<file path="src/rtl/sync_ram_dp.sv">
// Simple dual-port synchronous RAM with byte-enable writes and configurable read-during-write.
// Has an optional output register and a clear sweep that runs after reset or on request.
module sync_ram_dp #(
   parameter int                    DATA_WIDTH  = 8,
   parameter int                    ADDR_WIDTH  = 4,
   parameter int                    RDW_MODE    = 0,
   parameter int                    OUT_REG     = 0,
   parameter logic [DATA_WIDTH-1:0] CLEAR_VALUE = '0
) (
   input  logic                    clk,
   input  logic                    rst_n,
   input  logic                    clear_req,
   output logic                    init_busy,
   input  logic                    we,
   input  logic [ADDR_WIDTH-1:0]   waddr,
   input  logic [DATA_WIDTH-1:0]   wdata,
   input  logic [DATA_WIDTH/8-1:0] wbe,
   input  logic                    re,
   input  logic [ADDR_WIDTH-1:0]   raddr,
   output logic [DATA_WIDTH-1:0]   rdata,
   output logic                    rvalid
);

   localparam int DEPTH  = 2**ADDR_WIDTH;
   localparam int NBYTES = DATA_WIDTH/8;
   localparam logic [ADDR_WIDTH-1:0] LAST_ADDR = '1;

   typedef enum logic {ST_CLEAR, ST_READY} state_t;

   state_t                  state, state_nxt;
   logic [ADDR_WIDTH-1:0]   ptr, ptr_nxt;
   logic                    accept;
   logic                    wr_en, rd_en;
   logic [DATA_WIDTH-1:0]   rd_word;
   logic [DATA_WIDTH-1:0]   mem [DEPTH];

   always_ff @(posedge clk or negedge rst_n) begin
      if (!rst_n) begin
         state <= ST_CLEAR;
         ptr   <= '0;
      end else begin
         state <= state_nxt;
         ptr   <= ptr_nxt;
      end
   end

   // A clear request wins over any access presented in the same cycle.
   always_comb begin
      state_nxt = state;
      ptr_nxt   = ptr;
      accept    = 1'b0;
      case (state)
         ST_CLEAR: begin
            ptr_nxt = ptr + 1'b1;
            if (ptr == LAST_ADDR) state_nxt = ST_READY;
         end
         ST_READY: begin
            if (clear_req) begin
               state_nxt = ST_CLEAR;
               ptr_nxt   = '0;
            end else begin
               accept = 1'b1;
            end
         end
      endcase
   end

   assign init_busy = (state == ST_CLEAR);
   assign wr_en     = accept & we;
   assign rd_en     = accept & re;

   // In new-data mode, enabled bytes of a same-address write bypass the array.
   always_comb begin
      rd_word = mem[raddr];
      if (RDW_MODE != 0 && wr_en && (waddr == raddr)) begin
         for (int i = 0; i < NBYTES; i++) begin
            if (wbe[i]) rd_word[8*i +: 8] = wdata[8*i +: 8];
         end
      end
   end

   always_ff @(posedge clk) begin
      if (init_busy) begin
         mem[ptr] <= CLEAR_VALUE;
      end else if (wr_en) begin
         for (int i = 0; i < NBYTES; i++) begin
            if (wbe[i]) mem[waddr][8*i +: 8] <= wdata[8*i +: 8];
         end
      end
   end

   // re/rvalid contract: each accepted re yields exactly one rvalid pulse at the
   // configured latency; rdata holds its last value between pulses.
   generate
      if (OUT_REG == 0) begin : g_direct
         always_ff @(posedge clk or negedge rst_n) begin
            if (!rst_n) begin
               rdata  <= '0;
               rvalid <= 1'b0;
            end else begin
               rvalid <= rd_en;
               if (rd_en) rdata <= rd_word;
            end
         end
      end else begin : g_outreg
         logic [DATA_WIDTH-1:0] s1_data;
         logic                  s1_valid;

         // The second stage keeps draining during a sweep so an issued read completes.
         always_ff @(posedge clk or negedge rst_n) begin
            if (!rst_n) begin
               s1_data  <= '0;
               s1_valid <= 1'b0;
               rdata    <= '0;
               rvalid   <= 1'b0;
            end else begin
               s1_valid <= rd_en;
               if (rd_en) s1_data <= rd_word;
               rvalid <= s1_valid;
               if (s1_valid) rdata <= s1_data;
            end
         end
      end
   endgenerate

endmodule

</file>
<file path="config.mk">
export PLATFORM = sky130hd
export DESIGN_NAME = sync_ram_dp
export DESIGN_NICKNAME = d
export VERILOG_FILES = /design/src/rtl/sync_ram_dp.sv
export SDC_FILE = /design/constraint.sdc
export NUM_CORES = 1
export LEC_CHECK = 0
export CORE_MARGIN = 3
export CORE_UTILIZATION = 35
export CTS_CLUSTER_DIAMETER = 120
export DETAILED_ROUTE_END_ITERATION = 6
export PLACE_DENSITY_LB_ADDON = 0.15
export SKIP_LAST_GASP = 1
export SYNTH_ARGS = -nofsm -noshare
export SYNTH_HDL_FRONTEND = slang
export SYNTH_SLANG_ARGS = --single-unit
</file>
<file path="constraint.sdc">
create_clock -name clk -period 2.4 [get_ports clk]
set_input_delay 0.36 -clock clk [delete_from_list [all_inputs] [get_ports clk]]
set_output_delay 0.36 -clock clk [all_outputs]
set_load 0.1 [all_outputs]
</file>
# Word-level counts from Yosys, hierarchy flattened

Memories as Yosys holds them, arrays and structs flattened. A register that Yosys moved wholly into a read port is not among the register bits.
Index checks and enable logic that the tools add are counted.

Memory bits (read-only): 0
Memories: 1
Output and inout port bits: 10
Register bits after elaboration: 6
Input bits: 22
Bits in writable memories: 128
Logic and storage cells: 26
Latch bits: 0

Shift operators: 0
$lt $le $gt $ge: 0
Bitwise gates (word level): 3
Div/mod/pow operators: 0
Equal/unequal tests: 2
Reductions and logical operators: 2
Add/sub/neg operators: 1
$mul: 0
Muxes and demuxes: 14

Memories:

| memory | depth | width | read ports | clocked after memory_dff | write ports | RTL line | RTL |
|---|---|---|---|---|---|---|---|
| mem    | 16    | 8     | 1          | 1                        | 1           | 35       | `logic [DATA_WIDTH-1:0] mem [DEPTH];` |

Operators by type and width:

| operator                                     | count |
|---|---|
| two-way mux 1 bit                            | 9 |
| two-way mux 4 bit                            | 2 |
| two-way mux 8 bit                            | 1 |
| one-hot mux 4 bit (2 select lines)           | 1 |
| OR reduction 8 bit                           | 1 |
| adder 4 x 1 -> 4 bit, second input constant  | 1 |
| == test 4 bit, second input constant         | 1 |
| AND 1 bit                                    | 2 |
| inequality test 2 bit, second input constant | 1 |
| one-hot mux 1 bit (2 select lines)           | 1 |
| zero test 1 bit                              | 1 |
| NOT 1 bit                                    | 1 |

# Depth between registers and ports, before layout

Depth after elaboration: 8
Depth in mapped cells: 7
Mapped depth without buffers: 6

# Worst setup path after synthesis

OpenSTA, ideal clock, no wires.

Path type: flip-flop to flip-flop
Start: register state
End: memory mem[13][0] (enable)
Clock period less this slack: 2.273 ns
Required time: 2.030 ns
Path slack: 0.127 ns
Arrival time: 1.903 ns
Buffers on the path: 1
Setup time: 0.370 ns
Cell stages (with the launch flop): 6
Cells stage by stage: dfrtp_1 > buf_2 > inv_1 > and3_1 > a31oi_1 > nor2_1

Cells in the longest elaborated chain, start to end: 7
Elaborated cells between the ends (all ways): 9
Classes of those cells: mux: 7; bitwise: 1; reduce/logical: 1

Ends and longest elaborated chain:

| what                                                             | RTL line | RTL |
|---|---|---|
| from (decl)                                                      | 30       | `state_t state, state_nxt;` |
| from (signal assigned)                                           | 42       | `state <= state_nxt;` |
| two-way mux 1 bit                                                | 52       | `case (state)` |
| AND 1 bit                                                        | 69       | `assign wr_en = accept & we;` |
| two-way mux 1 bit                                                | 85       | `end else if (wr_en) begin` |
| two-way mux 1 bit                                                | 83       | `if (init_busy) begin` |
| two-way mux 1 bit (implied by the code)                          | 87       | `if (wbe[i]) mem[waddr][8*i +: 8] <= wdata[8*i +: 8];` |
| OR reduction 8 bit (no line)                                     | --       |  |
| two-way mux 4 bit (no line) or two-way mux 1 bit (tied branches) | --       |  |
| to (decl)                                                        | 35       |  |

Parallel ways exist; a longest one is shown, timed or not.

# Worst setup path after layout

Start: input clear_req
End: memory mem[0][6] (enable)

Cells in the longest elaborated chain, start to end: 8
Elaborated cells between the ends (all ways): 9
Classes of those cells: mux: 7; bitwise: 1; reduce/logical: 1

Ends and longest elaborated chain:

| what                                                             | RTL line | RTL |
|---|---|---|
| from (decl)                                                      | 12       | `input logic clear_req,` |
| two-way mux 1 bit (*)                                            | 58       | `if (clear_req) begin` |
| two-way mux 1 bit (*)                                            | 52       |  |
| AND 1 bit (*)                                                    | 69       |  |
| two-way mux 1 bit (*)                                            | 85       |  |
| two-way mux 1 bit (*)                                            | 83       |  |
| two-way mux 1 bit (implied by the code) (*)                      | 87       |  |
| OR reduction 8 bit (no line)                                     | --       |  |
| two-way mux 4 bit (no line) or two-way mux 1 bit (tied branches) | --       |  |

Every way passes the cells marked *; elsewhere a longest branch is shown, timed or not.

==> impl_metrics.toml <==
[setup_path]
cpMaxStageDelayCell = "nor2_1"
crit_fanout = 11
cp-start-kind = "primary input"
cp_slowest_stage_delay_ns = 0.64
critical_path_class = "primary input to flop"
endpoint_kind = "flop"
crit_family = "simple AND/OR/NAND/NOR gates"
crit_required_ns = 2.44
worstPathArrival_ns = 2.06
worst-path-buf-inv = 2
path_cells = "clkdlybuf4s50_1 > and4b_1 > buf_4 > nor3_1 > a31oi_1 > nor2_1"

[drt]
drtIter0Drc = 232
ant_nets = 0
wl_per_cell_um = 21.5
wirelength_mm = 12.6
drc = 0
num_vias = 2961
first_pass_iters = 4
vias_per_cell = 5.03

[floorplanning]
ioPinCount = 32
die_h_um = 134
rows = 46
core_area_um2 = 16000
start_util_pct = 36.0
dieArea_um2 = 18000
die_w_um = 134

[pwr]
pwr-share-seq_pct = 41.8
p_leak_nw = 2.60
p_sw_mw = 2.38
swShare_pct = 29.2
powerDensity_nw_per_um2 = 1140
pwr-share-clk_pct = 35.5
power.internal_mw = 5.77
vdd_drop_max_mv = 0.750
p_comb_share_pct = 22.7

[yosys]
synth_fp_nets = 319
synth_area_um2 = 5750
synth.distinct_cells = 41
synthCells = 296
synth_top_area_share_pct = 66.8
synth_seq_cells = 142
ys_top_cells_by_area = "edfxtp_1 (67%), mux4_1 (10%), dfrtp_1 (6.1%), mux4_2 (2.7%), mux2i_1 (2.4%)"
yosysWarnings = 0
async_flop_share_pct = 9.86
postSynthAreaPerCell_um2 = 19.4
ys.flop_type = "edfxtp_1"
synth-edff-count = 128
synth_seq_area_share_pct = 72.9
synth.largest_area_cell = "edfxtp_1"

[clock_network]
clk_latency_ns = 0.42
ctsRootBufferMaster = "clkbuf_16"
cts_buffers = 17
tritoncts = "done"
cts_setup_buffers = 0
clockBufferDepth = 2
cts_sinks = 142
cts-resized-gates = 0
cts_max_level = 4
cts.hold.buffers_added = 0
cts.clk_slew.worst_paths_ns = 0.06

[layout]
utilization_pct = 44.5
syn2layout_area_growth_pct = 23.7
final_cells = 589
drive_gt1_share_pct = 22.5
mostFrequentLayoutCell = "edfxtp_1"
n_antenna_cell = 0
nFillCells = 1451
multiInputGateArea_um2 = 1440
final_cell_mix = "edfxtp_1 (128), buf_4 (37), mux4_1 (22)"
fin_nets = 384
regArea_um2 = 4190

[placed_design]
hpwl_mm = 8.20
port_buffers = 31
dp_cells = 558
place_congestion = 0.778

[timing]
setup_viol = 0
rsz0062_at_grt = "false"
slew_headroom_pct = 45.8
max_freq_ghz = 0.495
tightest_slew_ns = 0.810
finalClockSkew_ns = 0.00574
drv_slew = 0
hold_viol = 0
min_period_over_period_pct = 84.2
finalCriticalPeriod_ns = 2.02
whs_ns = 0.378

[run]
cap_violations = 0

[grt]
grt_pass1_wl_mm = 19.3
grt_usage_pct = 15.1
antenna_found_initial = 0
grt_overflow_total = 0
grt_pass1_vias = 3032
grt_max_degree = 30

[run_status]
outcome = "finished clean"

[hold_path]
hp-class = "primary input to async pin"
[sequential cells by signal (all words and copies together), names as in the netlist]
register and flops:
mem 128, state 1, rvalid 1, rdata 8, ptr 4
[path summary, 6_finish.rpt]
kind | slack (ns) | endpoint | cells after the start | start
max | 0.38 | mem[0][6] | 6 | clear_req
min | 0.38 | rvalid | 1 | rst_n
max reg2reg | 0.40 | mem[0][6] | 5 | state
min reg2reg | 0.51 | rdata[7] | 2 | rdata[7]
max in group asynchronous | 1.55 | ptr[1] | 1 | rst_n
min in group clk | 0.51 | rdata[7] | 2 | rdata[7]
[power by group through the flow]
stage | logic [mW] | registers, mW | clock network (mW)
2_1_floorplan | 0.790 | 3.84 | 0
3_3_place_gp | 1.86 | 3.45 | 0
3_5_place_dp | 1.87 | 3.46 | 0
4_1_cts | 1.87 | 3.41 | 2.95
5_1_grt | 1.97 | 3.45 | 3.05
6_report | 1.85 | 3.41 | 2.89
[worst register-to-register path, cell delays in order, from the launching register on]
cell	delay, ns
dfrtp_1	0.38
and4b_1	0.20
buf_4	0.16
nor3_1	0.16
a31oi_1	0.08
nor2_1	0.64
[cells in the mapped netlist (2+ instances only)]
cell and number:
buf_2 7, o22ai_1 2, nor2_1 18, nor4_1 2, nor3b_1 4, xnor2_1 2, buf_6 4, mux2i_1 14
a31oi_1 6, nand2_1 11, mux2_2 4, mux4_2 7, nor3_1 2, a2111oi_0 2, and2_1 8, o221ai_1 6
nand3_1 2, dfrtp_1 14, nor2b_1 2, clkbuf_1 3, o21ai_0 2, edfxtp_1 128, mux4_1 22, inv_1 6
nand2b_1 2
[stage by stage]
step           TNS (ns)  worst slack, ns  area [um^2]  power, mW
2_1_floorplan         0            0.127         5750       4.63
3_3_place_gp          0           0.0142         6470       5.31
3_5_place_dp      -1.13          -0.0634         6470       5.33
4_1_cts               0            0.376         7120       8.23
5_1_grt               0            0.286         7120       8.47
6_report              0            0.380         7120       8.14
[metal layers]
layer | track usage (%) | vias to the layer above | part of all wire (%)
met5 | 0 | - | 0
met4 | 5.66 | 0 | 1.7
met3 | 4.54 | 12 | 5.7
met2 | 21.2 | 83 | 46
met1 | 22.2 | 1517 | 47
li1 | - | 1349 | -
[layout make-up]
type	count	area share [%]
clock inverters	14	3.13
inverters	7	0.369
flip-flops and latches	142	58.9
clock buffers	17	5.98
multi-input cells	132	20.2
well taps	216	3.80
repair buffers	61	7.63
[cell families (layout without fill, tap and decap cells)]
logic type,after synthesis,in the layout,share of synthesized area (%)
flip-flops,142,142,72.9
multiplexers,47,47,16.0
AO/OA/AOI/OAI,25,25,3.24
AND/OR/NAND/NOR,57,57,5.18
buffers and inverters,22,99,2.17
XOR/XNOR,2,2,0.304
adder cells (fa/ha/maj),1,1,0.217
Note: power is estimated with default switching activity, not from simulation.
